**config.mk**
```make
export PLATFORM = sky130hd
export DESIGN_NAME = interrupt_pending_ctrl
export DESIGN_NICKNAME = d
export VERILOG_FILES = /design/src/rtl/interrupt_pending_ctrl.sv
export SDC_FILE = /design/constraint.sdc
export NUM_CORES = 1
export LEC_CHECK = 0
export CORE_MARGIN = 8
export CORE_UTILIZATION = 39
export DETAILED_ROUTE_END_ITERATION = 10
export PLACE_DENSITY_LB_ADDON = 0.12
export SLEW_MARGIN = 20
export SYNTH_ARGS = -nofsm -noshare
export SYNTH_HDL_FRONTEND = slang
export SYNTH_SLANG_ARGS = --single-unit
```
**constraint.sdc**
```tcl
create_clock -name clk -period 2.3 [get_ports clk]
set_clock_uncertainty 0.2 [all_clocks]
set_input_delay 0.46 -clock clk [delete_from_list [all_inputs] [get_ports clk]]
set_output_delay 0.46 -clock clk [all_outputs]
set_load 0.01 [all_outputs]
```
**src/rtl/interrupt_pending_ctrl.sv**
```systemverilog
// Eight-source interrupt pending/offer controller: captures requests into a pending
// vector, offers the highest unmasked source, and tracks acknowledge/end-of-interrupt.
//
// state   | meaning
// IDLE    | no offer outstanding, waiting for a non-empty selection
// OFFER   | irq_valid high, irq_id frozen until irq_ack
// SERVICE | offer accepted, busy high until eoi
module interrupt_pending_ctrl #(
  parameter bit EDGE = 1'b1
) (
  input  logic       clk,
  input  logic       rst_n,
  input  logic [7:0] req_in,
  input  logic [7:0] mask,
  input  logic       irq_ack,
  input  logic       eoi,
  output logic       irq_valid,
  output logic [2:0] irq_id,
  output logic [7:0] pending,
  output logic       busy
);

  typedef enum logic [1:0] {IDLE, OFFER, SERVICE} state_t;

  state_t     state;
  logic [7:0] prev;
  logic [7:0] set_vec;
  logic [7:0] clr_vec;
  logic       sel_valid;
  logic [2:0] sel_id;

  always_comb begin
    set_vec = EDGE ? (req_in & ~prev) : req_in;
  end

  // Ascending scan so the last hit is the highest unmasked index.
  always_comb begin
    sel_valid = 1'b0;
    sel_id    = 3'd0;
    for (int k = 0; k < 8; k++) begin
      if (pending[k] && !mask[k]) begin
        sel_valid = 1'b1;
        sel_id    = 3'(k);
      end
    end
  end

  always_comb begin
    clr_vec = 8'h00;
    if (state == OFFER && irq_ack) clr_vec[irq_id] = 1'b1;
  end

  always_ff @(posedge clk or negedge rst_n) begin
    if (!rst_n) begin
      state     <= IDLE;
      prev      <= 8'h00;
      pending   <= 8'h00;
      irq_valid <= 1'b0;
      irq_id    <= 3'd0;
      busy      <= 1'b0;
    end else begin
      prev    <= req_in;
      // A set on the same edge as the ack clear wins.
      pending <= (pending & ~clr_vec) | set_vec;
      case (state)
        IDLE: begin
          if (sel_valid) begin
            state     <= OFFER;
            irq_id    <= sel_id;
            irq_valid <= 1'b1;
          end
        end
        OFFER: begin
          if (irq_ack) begin
            state     <= SERVICE;
            irq_valid <= 1'b0;
            busy      <= 1'b1;
          end
        end
        SERVICE: begin
          if (eoi) begin
            state <= IDLE;
            busy  <= 1'b0;
          end
        end
        default: begin
          state     <= IDLE;
          irq_valid <= 1'b0;
          busy      <= 1'b0;
        end
      endcase
    end
  end

endmodule

```
# After elaboration in Yosys (flattened, before gate mapping)
# Index checks and enable logic that the tools add are counted.
word_totals:
  output_inout_bits: 13
  input_bits: 20
  ram_bits: 0
  romBits: 0
  register_bits: 23
  memories: 0
  elab_cells: 71
  latchBits: 0
classes:
  mux: 28
  n_shift: 0
  div_mod_pow: 0
  mul: 0
  reduce_logical: 23
  n_lt_le_gt_ge: 2
  n_addsub: 0
  n_eq_ne: 5
  bitwise_logic: 7
ops:
  columns: ["op", "n"]
  rows:
  - ["two-way mux 3 bit", 6]
  - ["AND 8 bit", 2]
  - ["NOT 8 bit", 2]
  - ["two-way mux 1 bit", 14]
  - ["logical AND 1 bit", 10]
  - ["AND reduction 3 bit", 3]
  - ["logical NOT 1 bit", 8]
  - ["two-way mux 8 bit", 1]
  - ["bitwise OR 8 bit", 1]
  - ["two-way mux 2 bit", 3]
  - ["!= test 2 bit, second input constant", 3]
  - ["case mux 1 bit (3 select lines)", 2]
  - ["case mux 2 bit (3 select lines)", 1]
  - ["< comparator 3 x 4 -> 1 bit, second input constant", 1]
  - ["demux 1 bit (select 3 bit)", 1]
  - ["greater-or-equal comparator 3 x 1 -> 1 bit, second input constant", 1]
  - ["equality test 2 x 1 -> 1 bit, second input constant", 1]
  - ["equality test 2 bit, second input constant", 1]
  - ["logical NOT 2 bit", 1]
  - ["NOT 1 bit", 2]
  - ["AND reduction 2 bit", 1]

# Logic depth before layout (Yosys ltp)
depth:
  depth_word: 12
  depth_mapped: 4
  depth_no_buf: 4

# Worst setup path after synthesis
# No wires, ideal clock.
synth_path:
  kind: "input to register"
  start: "input port mask[1]"
  end: "register irq_id[0]"
  setup_ns: 0.125
  slack_ns: 0.348
  arrival_ns: 1.627
  cell_stages: 4
  cell_sequence: "and2b_4 > or4_4 > o21ai_4 > mux2_4"
synth_via:
  elab_chain_cells: 10
synth_lines:
  columns: ["item", "line", "text"]
  rows:
  - ["start: declaration", "14", "input logic [7:0] mask,"]
  - ["logical NOT 1 bit (*)", "41", "if (pending[k] && !mask[k]) begin"]
  - ["logical AND 1 bit (*)", "41", null]
  - ["two-way mux 1 bit (7 in series)", "41", null]
  - ["AND reduction 2 bit (no source line)", null, null]
  - ["end signal: assignment", "69", "irq_id <= sel_id;"]
  - ["end: declaration", "18", "output logic [2:0] irq_id,"]
# Mark *: on every way between the ends. The rest lies on a longest branch, timed or not.
# A chain may end at the register's enable or synchronous reset.

# Worst setup path after layout
# Ends and elaborated chain as after synthesis.

==> metrics.txt <==
Worst EP required between 2 and 2.5 ns; largest net degree at the start of global routing 24; drt drc 0; Hold Fails Final Rpt 0; Cells after Synth 87; Hold Slack 0.226 ns; total chip power 1.37 mW; Cell Area, Synth approximately 990 sq um; worst-path cell chain clkdlybuf4s50_1, and2b_4, or4_4, o21ai_4, mux2_4; I/O pin count 33; gr usage total 0.109; synthesized area per cell 11.4 sq um; Synth Area in Compound Gates 0.154; critical path depth 5; Die Wd around 66 microns; Clock transition at path regs roughly 0.11 ns; kind of critical path input port to flop; Post-Synth Adder-Cell Area 0; worst-margin pin slew ~0.30 ns; antenna violations before repair 0; switch share 0.331; CTS Buffer Depth 2; drt first pass iters 4; CTS Buf Count 3; Pwr Density 982 nW/um^2; Synth Area in XOR/XNOR 0; Final min period about 2.1 ns; CTS H-tree depth 1; CTS tree done; peak supply drop ~0.52 mV; P_int approximately 0.92 mW; layout cells sized above 1 0.143; HP Class flop to flop; # resized after CTS 0; worst-path maximum fanout 3; Pleak 0.623 nW; vias in the first global route roughly 850; WP buf/inv 1; Worst R2R Path Depth 4; starting density of the core 0.406; Core Area around 2400 sq um; Hold Path Depth 1; ANT nets after route 0; Critical Path Slowest Stage Cell or4_4; CTS Root Cell clkbuf_4; period utilisation layout 0.921; Switching Power 0.454 mW; RSZ-0062 raised after global routing false; f_max between 0.4 and 0.5 GHz; Simple-Gate Fraction of Synth Area 0.203; Detailed Route Iter0 Violations 22; Post-CTS Hold Fix Bufs 0; # clock sinks 23; WP data arrival 2.12 ns; largest family of logic cells by synthesized area simple AND/OR/NAND/NOR gates; nature of the critical path endpoint flop; Layout area overhead 41.1%; Cell variety after synth 24; Final HPWL DP 1.71 mm; total die area about 4400 sq um; sequential area share after synthesis 0.582; num rows 18; first-pass GRT wire length about 3.7 mm; Syn Nets 107; post-synthesis register bit count 23; Clock Power Share 0.132; Post-CTS Setup Bufs 0; clock latency on the worst-skew pair approximately 0.30 ns; Yosys warning count 0; crit-path leading delay family simple AND/OR/NAND/NOR gates; combinational share of power 0.416; overflow left after global routing 0; post-layout net count ~150; multiplexer area fraction after synthesis 0.0304; Pins Over Slew Limit 0; gpl congestion 0.783; # setup viols final 0; DR vias 757; Vias per Instance just under 5; delay of the slowest critical-path stage around 0.5 ns; part of the power in registers 0.451; DR WL/cell around 14 microns; outcome finished clean; ANT cells 0; chip height 66.3 microns; Startpoint Class input port; DRT Wirelength ~2.2 mm; Port Buf Inserts 32; relative max-transition margin 0.802; Max Cap Violations 0
## stage by stage
| stage | setup WS [ns] | setup TNS, ns | std cells | utilization | cell area, sq um |
|---|---|---|---|---|---|
| final | 0.182 | 0 | 156 | 0.574 | 1400 |
| after global routing | 0.175 | 0 | 156 | 0.574 | 1400 |
| after CTS | 0.199 | 0 | 156 | 0.574 | 1400 |
| after detailed placement | -0.139 | -0.286 | 152 | 0.563 | 1370 |
| after global placement | -0.114 | -0.227 | 152 | 0.563 | 1370 |
| after floorplan | 0.348 | 0 | 87 | - | 988 |
## area by class of cell
cell class | count | area [sq um]
repair buffers | 35 | 343
multi-input cells | 56 | 383
inverters | 8 | 30.0
clock buffers | 4 | 26.3
fillers | 243 | 1040
flip-flops and latches | 23 | 576
well taps | 30 | 37.5
## worst reg2reg max path, delay by kind of cell (launching register included)
| family | cells | cell delay (ns) |
|---|---|---|
| mux | 1 | 0.31 |
| simple gates | 2 | 0.69 |
| compound gates | 1 | 0.21 |
| flops | 1 | 0.42 |
## synthesized netlist by cell type
library cell  count  share of area
a21o_1            1         0.0076
a21oi_1           2          0.010
a22o_1            1         0.0089
and2b_2           1         0.0089
and2b_4           1          0.010
and3b_1           1         0.0089
dfrtp_1          23           0.58
inv_1             8          0.030
mux2_4            2          0.030
nand2_1           9          0.034
nand2b_1          4          0.025
nand2b_4          2          0.028
nand3_1           1         0.0051
nand4_1           1         0.0063
nor2_1            3          0.011
nor2b_4           2          0.028
o211ai_1          2          0.015
o21ai_0          15          0.076
o21ai_1           1         0.0051
o21ai_4           1          0.016
o31ai_1           2          0.015
or2b_1            1         0.0076
or2b_2            2          0.018
or4_4             1          0.011
## cells in the final DEF (no fill, tap or decap), drive strengths merged
cell | Yosys | routed
nor2b | 2 | 2
nand2 | 9 | 9
o31ai | 2 | 2
inv | 8 | 8
clkbuf | 0 | 4
and2b | 2 | 2
buf | 0 | 3
a21oi | 2 | 2
nand2b | 6 | 6
clkdlybuf4s50 | 0 | 32
mux2 | 2 | 2
or2b | 3 | 3
o21ai | 17 | 17
a21o | 1 | 1
nand4 | 1 | 1
dfrtp | 23 | 23
or4 | 1 | 1
o211ai | 2 | 2
nand3 | 1 | 1
nor2 | 3 | 3
and3b | 1 | 1
a22o | 1 | 1
## kinds of logic (layout without fill, tap and decap cells)
| group | Yosys count | count (layout) |
|---|---|---|
| AOI/OAI and AO/OA | 25 | 25 |
| buffers and inverters | 8 | 47 |
| DFF | 23 | 23 |
| and+or+nand+nor | 29 | 29 |
| muxes | 2 | 2 |
## registers in the layout, indices dropped and copies added, names as in the netlist
name and flops:
irq_id 3, state 2, prev 8, pending 8
irq_valid 1, busy 1
## power by group through the flow
| stage | clock network [mW] | logic, mW | registers [mW] |
|---|---|---|---|
| after floorplan | 0 | 0.266 | 0.641 |
| after global placement | 0 | 0.571 | 0.624 |
| after detailed placement | 0 | 0.580 | 0.629 |
| after CTS | 0.199 | 0.583 | 0.620 |
| after global routing | 0.214 | 0.627 | 0.637 |
| final | 0.181 | 0.570 | 0.618 |
## per-layer routing
layer / share of wire / GRT usage
met5: 0 / 0
met3: 0.070 / 0.0373
met1: 0.39 / 0.110
met4: 0.0056 / 0.0560
met2: 0.53 / 0.193
## path summary, 6_finish.rpt
| kind | from | endpoint | slack, ns |
|---|---|---|---|
| max | mask[1] | irq_id[0] | 0.18 |
| max reg2reg | pending[2] | irq_id[0] | 0.37 |
| min | prev[0] | pending[0] | 0.23 |
| min in group asynchronous | rst_n | pending[3] | 0.30 |
| min reg2reg | prev[0] | pending[0] | 0.23 |
| max in group asynchronous | rst_n | state[1] | 1.38 |
(Power assumes the default switching activity.)
